File: src/rtl/clk_div_top.sv
// Programmable divider: a WIDTH-bit counter wraps at a shadowed terminal value and toggles count_out.
// Define CLK_DIV_PULSE_EN to make count_out a one-cycle pulse per wrap instead of a toggle.
module clk_div_top #(
  parameter int WIDTH = 10
) (
  input  logic             clk,
  input  logic             reset,
  input  logic [0:0]       start,
  input  logic [WIDTH-1:0] final_val,
  output logic [0:0]       count_out
);

  localparam logic [0:0] IDLE = 1'b0;
  localparam logic [0:0] RUN  = 1'b1;

  logic [0:0]       state;
  logic [WIDTH-1:0] cnt;
  logic [WIDTH-1:0] term_reg;
  logic             wrap;

  assign wrap = (cnt == term_reg);

  // term_reg is only reloaded at run entry and at each wrap, so a new final_val never cuts a period short
  always_ff @(posedge clk or posedge reset) begin
    if (reset) begin
      state     <= IDLE;
      cnt       <= '0;
      term_reg  <= '0;
      count_out <= 1'b0;
    end else begin
      case (state)
        IDLE: begin
          cnt <= '0;
`ifdef CLK_DIV_PULSE_EN
          count_out <= 1'b0;
`endif
          if (start[0]) begin
            state    <= RUN;
            term_reg <= final_val;
          end
        end
        RUN: begin
          if (!start[0]) begin
            state <= IDLE;
            cnt   <= '0;
`ifdef CLK_DIV_PULSE_EN
            count_out <= 1'b0;
`endif
          end else if (wrap) begin
            cnt      <= '0;
            term_reg <= final_val;
`ifdef CLK_DIV_PULSE_EN
            count_out <= 1'b1;
`else
            count_out <= ~count_out;
`endif
          end else begin
            cnt <= cnt + 1'b1;
`ifdef CLK_DIV_PULSE_EN
            count_out <= 1'b0;
`endif
          end
        end
        default: begin
          state <= IDLE;
          cnt   <= '0;
        end
      endcase
    end
  end

endmodule

File: config.mk
export PLATFORM = sky130hd
export DESIGN_NAME = clk_div_top
export DESIGN_NICKNAME = d
export VERILOG_FILES = /design/src/rtl/clk_div_top.sv
export SDC_FILE = /design/constraint.sdc
export NUM_CORES = 1
export LEC_CHECK = 0
export BUFFER_PORTS_ARGS = -buffer_cell sky130_fd_sc_hd__buf_2
export CORE_ASPECT_RATIO = 0.7
export CORE_MARGIN = 1.5
export CORE_UTILIZATION = 56
export CTS_CLUSTER_SIZE = 40
export DETAILED_ROUTE_END_ITERATION = 10
export PLACE_DENSITY_LB_ADDON = 0.08
export SKIP_CTS_REPAIR_TIMING = 1
export SYNTH_ARGS = -nofsm -noshare
export SYNTH_HDL_FRONTEND = slang
export SYNTH_SLANG_ARGS = --single-unit
File: constraint.sdc
create_clock -name clk -period 2.9 [get_ports clk]
set_input_delay 0.435 -clock clk [delete_from_list [all_inputs] [get_ports clk]]
set_output_delay 0.435 -clock clk [all_outputs]
set_load 0.005 [all_outputs]
==> Yosys cells after proc, flatten, opt, wreduce, memory -nomap -nowiden <==
Cells that the tools add are included.
{ "totals": {"reg_bits": 22, "word_cells": 21} }
{ "op_classes": {"n_bitwise": 2, "add_sub_neg": 1, "muxes": 8, "eq_ne": 4, "reduce_logical": 2} }
{ "ops": {"columns": ["op", "count"], "rows": [
  ["10-bit two-way mux", 5],
  ["10-bit one-hot mux with 2 select lines", 2],
  ["10-bit by 1-bit adder with 10-bit output (second input constant)", 1],
  ["10-bit == test", 1],
  ["3-bit AND reduction", 2],
  ["2-bit != test (second input constant)", 2],
  ["2-bit by 1-bit != test with 1-bit output (second input constant)", 1],
  ["1-bit inverter", 2],
  ["1-bit two-way mux", 1]
]} }

==> Depth between registers and ports, before layout <==
{ "depth": {"ltp_word": 4, "mapped_depth": 6, "mapped_depth_nobuf": 5} }

==> Worst setup path before layout <==
Ideal clock, no wire load.
{ "synth_timing": {"kind": "reg-to-reg", "from": "register term_reg[4]", "to": "register term_reg[0]", "t_required_ns": 2.831, "synth_period_minus_slack_ns": 1.508, "path_stages_with_launch": 6, "arrival_time_ns": 1.439, "slack_ns": 1.392, "cell_sequence": "dfrtp_1 -> xnor2_1 -> nand4_1 -> buf_6 -> or4_1 -> nand3_1"} }
{ "synth_between": {"elab_chain_len": 3} }
{ "synth_rtl": {"columns": ["element", "line", "text"], "rows": [
  ["from (decl)", "18", "logic [WIDTH-1:0] term_reg;"],
  ["from (signal assigned)", "39", "term_reg <= final_val;"],
  ["from (signal assigned)", "51", "term_reg <= final_val;"],
  ["10-bit == test", "21", "assign wrap = (cnt == term_reg);"],
  ["2-bit by 1-bit != test with 1-bit output (no line)", null, null],
  ["3-bit AND reduction (no line)", null, null]
]} }
Every way passes these cells.
A chain may end at the register's enable or synchronous reset.

==> Worst setup path in the final report <==
{ "layout_timing": {"from": "register cnt[2]", "to": "register cnt[8]"} }
{ "layout_between": {"elab_chain_len": 4, "elab_cells_between_ends": 5} }
{ "layout_rtl": {"columns": ["element", "line", "text"], "rows": [
  ["from (decl)", "17", "logic [WIDTH-1:0] cnt;"],
  ["from (signal assigned)", "58", "cnt <= cnt + 1'b1;"],
  ["10-bit by 1-bit adder with 10-bit output or 10-bit == test (tied branches)", "58, 21", null],
  ["10-bit two-way mux (*)", "49", "end else if (wrap) begin"],
  ["10-bit two-way mux (*)", "43", "if (!start[0]) begin"],
  ["10-bit one-hot mux with 2 select lines (*)", "31", "case (state)"]
]} }
Mark *: on every way between the ends. The rest lies on a longest branch, timed or not.

==> impl_results.html <==
<table>
<tr><th>Metric</th><th>Value</th></tr>
<tr><th colspan="2">Logic synthesis</th></tr>
<tr><td>Synthesized area</td><td>1333 sq um</td></tr>
<tr><td>Post-synthesis sequential element count</td><td>22</td></tr>
<tr><td>Synth Area per Inst</td><td>9.190 sq um</td></tr>
<tr><td>Post-synthesis sequential area ratio</td><td>41.31%</td></tr>
<tr><td>Unique cell type count in the Yosys netlist</td><td>26</td></tr>
<tr><td>Mapped Nets</td><td>159</td></tr>
<tr><td>Gate count of the mapped netlist</td><td>145</td></tr>
<tr><td>Cell types with the largest area share after synthesis</td><td>dfrtp_1 (41%), xnor2_1 (11%), or4_1 (5.6%)</td></tr>
<tr><td>Fraction of synthesized cell area taken by the top area cell type</td><td>41.31%</td></tr>
<tr><td>Leading area contributor after synthesis</td><td>dfrtp_1</td></tr>
<tr><td>Synthesis Warnings</td><td>0</td></tr>
<tr><th colspan="2">Detailed routing</th></tr>
<tr><td>Antenna violation net count after detailed routing</td><td>0</td></tr>
<tr><td>DR vias/cell</td><td>6.091</td></tr>
<tr><td>Initial detailed-routing violation count</td><td>97</td></tr>
<tr><td>Overall via count from detail_route</td><td>1133</td></tr>
<tr><td>DR DRC count</td><td>0</td></tr>
<tr><td>Detailed-routing iteration count for the pre-antenna-repair pass</td><td>5</td></tr>
<tr><td>Routed wire length</td><td>~2800 um</td></tr>
<tr><td>WL/cell</td><td>14.82 um</td></tr>
<tr><th colspan="2">Critical path</th></tr>
<tr><td>Critical register-to-register path startpoint</td><td>cnt[2]</td></tr>
<tr><td>Slack of the worst reg-to-reg path</td><td>1.01 ns</td></tr>
<tr><td>Capturing element type of the critical path</td><td>flop</td></tr>
<tr><td>Startpoint type of the worst setup path</td><td>flop</td></tr>
<tr><td>WP data required</td><td>3.09 ns</td></tr>
<tr><td>Worst reg2reg path depth</td><td>4</td></tr>
<tr><td>Startpoint-to-endpoint class of the critical path</td><td>flop to flop</td></tr>
<tr><td>Highest fanout seen on the critical path</td><td>22</td></tr>
<tr><td>Arrival @ worst endpoint</td><td>2.08 ns</td></tr>
<tr><td>Endpoint of the lowest-slack register-to-register path</td><td>cnt[8]</td></tr>
<tr><th colspan="2">Clock network</th></tr>
<tr><td>Clock tree from TritonCTS</td><td>yes</td></tr>
<tr><td>TritonCTS sink count</td><td>22</td></tr>
<tr><td>Maximum buffer depth of the clock tree</td><td>2</td></tr>
<tr><td>Clk root buf</td><td>clkbuf_4</td></tr>
<tr><td>Clock slew seen by the registers of the worst setup and hold paths</td><td>0.12 ns</td></tr>
<tr><td>Cts bufs inserted</td><td>3</td></tr>
<tr><td>CTS HTree Levels</td><td>1</td></tr>
<tr><td>Worst-Skew Late Latency</td><td>0.31 ns</td></tr>
<tr><th colspan="2">Timing</th></tr>
<tr><td>Slew at the pin closest to its max-slew limit</td><td>0.8262 ns</td></tr>
<tr><td>Maximum clock frequency</td><td>~0.53 GHz</td></tr>
<tr><td>Count of endpoints failing hold in the final timing report</td><td>0</td></tr>
<tr><td>Minimum clock period</td><td>1.889 ns</td></tr>
<tr><td>Setup repair after global routing missed its margin</td><td>false</td></tr>
<tr><td>Setup violators final</td><td>0</td></tr>
<tr><td>Fin worst setup slack</td><td>1.011 ns</td></tr>
<tr><td>Clock skew</td><td>0.003123 ns</td></tr>
<tr><td>Final setup TNS</td><td>0 ns</td></tr>
<tr><td>Post-route fraction of the period consumed by the critical path</td><td>65.14%</td></tr>
<tr><td>Total count of max-transition violations in the final report</td><td>0</td></tr>
<tr><td>Worst-case headroom to the max-slew limit</td><td>between 40% and 50%</td></tr>
<tr><th colspan="2">Cells and area</th></tr>
<tr><td>Ant diodes</td><td>0</td></tr>
<tr><td>Layout cell share with drive strength beyond 1</td><td>14.29%</td></tr>
<tr><td>Nets@finish</td><td>169</td></tr>
<tr><td>Fin cells</td><td>about 190</td></tr>
<tr><td>Post-layout util</td><td>65.08%</td></tr>
<tr><td>Layout area overhead</td><td>7.794%</td></tr>
<tr><td>Design Area, Final</td><td>~1400 sq um</td></tr>
<tr><td>Filler cells</td><td>slightly above 200</td></tr>
<tr><th colspan="2">Die</th></tr>
<tr><td>Die area</td><td>2686 sq um</td></tr>
<tr><td>Initial core utilization</td><td>60.37%</td></tr>
<tr><td>Area inside the core boundary</td><td>about 2200 sq um</td></tr>
<tr><td>Horiz. Die Dim</td><td>61.31 um</td></tr>
<tr><td>Height of the die</td><td>43.81 um</td></tr>
<tr><td>Number of top-level pins</td><td>14</td></tr>
<tr><td>Number of standard-cell rows in the floorplan</td><td>14</td></tr>
<tr><th colspan="2">Global route</th></tr>
<tr><td>Congestion Overflow GR</td><td>0</td></tr>
<tr><td>Overall track demand over capacity in global routing</td><td>23.02%</td></tr>
<tr><td>Global-route wire length before repair</td><td>4478 um</td></tr>
<tr><td>Initial antenna violation count</td><td>0</td></tr>
<tr><td>Vias in the first global route</td><td>1003</td></tr>
<tr><td>Maximum number of pins on one net before global-route repair</td><td>24</td></tr>
<tr><th colspan="2">Pwr</th></tr>
<tr><td>Power density over the cells</td><td>approximately 420 nW/um^2</td></tr>
<tr><td>Maximum VDD drop</td><td>0.2468 mV</td></tr>
<tr><td>Net switching fraction of the power</td><td>26.87%</td></tr>
<tr><td>Sequential power share</td><td>~57%</td></tr>
<tr><td>Switching power</td><td>0.0001616 W</td></tr>
<tr><td>Static Leakage</td><td>0.5327 nW</td></tr>
<tr><td>Part of the total power dissipated in combinational logic</td><td>between 10% and 20%</td></tr>
<tr><td>Internal</td><td>about 0.00044 W</td></tr>
<tr><td>Fraction of power consumed by the clock network</td><td>28.6%</td></tr>
<tr><th colspan="2">Flow run</th></tr>
<tr><td>Number of violations of the max-capacitance limit</td><td>0</td></tr>
<tr><th colspan="2">Place</th></tr>
<tr><td>Final HPWL from detailed placement</td><td>1856 um</td></tr>
<tr><td>Total of buffers placed on input and output ports</td><td>13</td></tr>
<tr><td>Global placement routability congestion</td><td>roughly 0.85</td></tr>
<tr><td>Placed instance count</td><td>between 150 and 200</td></tr>
<tr><td>Dpl ws</td><td>1.009 ns</td></tr>
<tr><td>Post-Place Cell Area</td><td>1400 sq um</td></tr>
<tr><th colspan="2">Worst hold path</th></tr>
<tr><td>Hold WC Path Type</td><td>primary input to asynchronous set/reset pin</td></tr>
<tr><th colspan="2">Outcome</th></tr>
<tr><td>Result of the run</td><td>finished, final reports clean</td></tr>
</table>
layer usage:
metal / up-vias / wire, um / part of all wire [%] / GRT usage, %
met3: 2 / 205 / 7.4 / 6.269
met4: 0 / 16 / 0.58 / 5.217
li1: 549 / - / - / -
met5: - / 0 / 0 / 0
met1: 536 / 1245 / 45 / 30.98
met2: 46 / 1289 / 47 / 37.23
worst max path at each step:
stage / from / end / slack [ns] / cells after the start
after floorplan: term_reg[4] / term_reg[0] / 1.39 / 5
after global placement: cnt[2] / cnt[3] / 1.12 / 4
after global routing: cnt[3] / cnt[6] / 0.80 / 4
final: cnt[2] / cnt[8] / 1.01 / 4
after detailed placement: cnt[2] / cnt[8] / 1.01 / 4
after CTS: cnt[2] / cnt[8] / 0.99 / 4
layout by cell type (no fill, tap or decap), types with 10 or more instances in the layout:
master / count
buf_2: 13
dfrtp_1: 22
nand2_1: 17
nand3_1: 13
nor2_1: 13
or4_1: 10
xnor2_1: 16
synth_stat cells, drive strengths merged:
cell and count:
o311ai 1, nand4 2, o211ai 5, clkbuf 4
o21ai 5, buf 6, xor2 3, nand2 17
nor4 2, a222oi 5, or4 10, nor3 2
a31oi 5, ha 1, o2bb2ai 5, inv 3
xnor2 16, nor2 13, nand3 13, and2 5
dfrtp 22
stage by stage:
step           hold WS, ns   power, W
2_1_floorplan       0.4242  0.0004098
3_3_place_gp        0.4483  0.0004304
3_5_place_dp        0.4521  0.0004349
4_1_cts             0.2908  0.0006048
5_1_grt             0.3516  0.0006271
6_report            0.2633  0.0006015
power groups by stage:
stage / logic, W / clock network [W] / registers, W
after floorplan: 0.0000695 / 0 / 0.000340
after global placement: 0.0000816 / 0 / 0.000349
after detailed placement: 0.0000849 / 0 / 0.000350
after CTS: 0.0000856 / 0.000175 / 0.000344
after global routing: 0.0000964 / 0.000184 / 0.000347
final: 0.0000852 / 0.000172 / 0.000345
cell type report:
cell class                      instances  area, sq um  share of cell area [%]
Inverter                                3        11.26                  0.7840
Multi-Input combinational cell        110        718.2                   50.00
Tap cell                               32        40.04                   2.787
Clock buffer                            4        36.28                   2.526
Timing Repair Buffer                   15        80.08                   5.575
Sequential cell                        22        550.5                   38.33
cell families (layout without fill, tap and decap cells):
logic type | after synthesis | count (layout) | synth area share [%]
AO/OA/AOI/OAI | 26 | 26 | 16.06
AND/OR/NAND/NOR | 64 | 64 | 24.41
buffers and inverters | 13 | 22 | 4.788
flip-flops | 22 | 22 | 41.31
XOR/XNOR | 19 | 19 | 12.49
adder cells (fa/ha/maj) | 1 | 1 | 0.9388
critical path: stages (launching register included):
cell and delay (ns):
dfrtp_1 0.45, xnor2_1 0.18, nand2_1 0.43, o311ai_4 0.59, nor2_1 0.11
No activity file was read; power rests on OpenSTA's default activity.
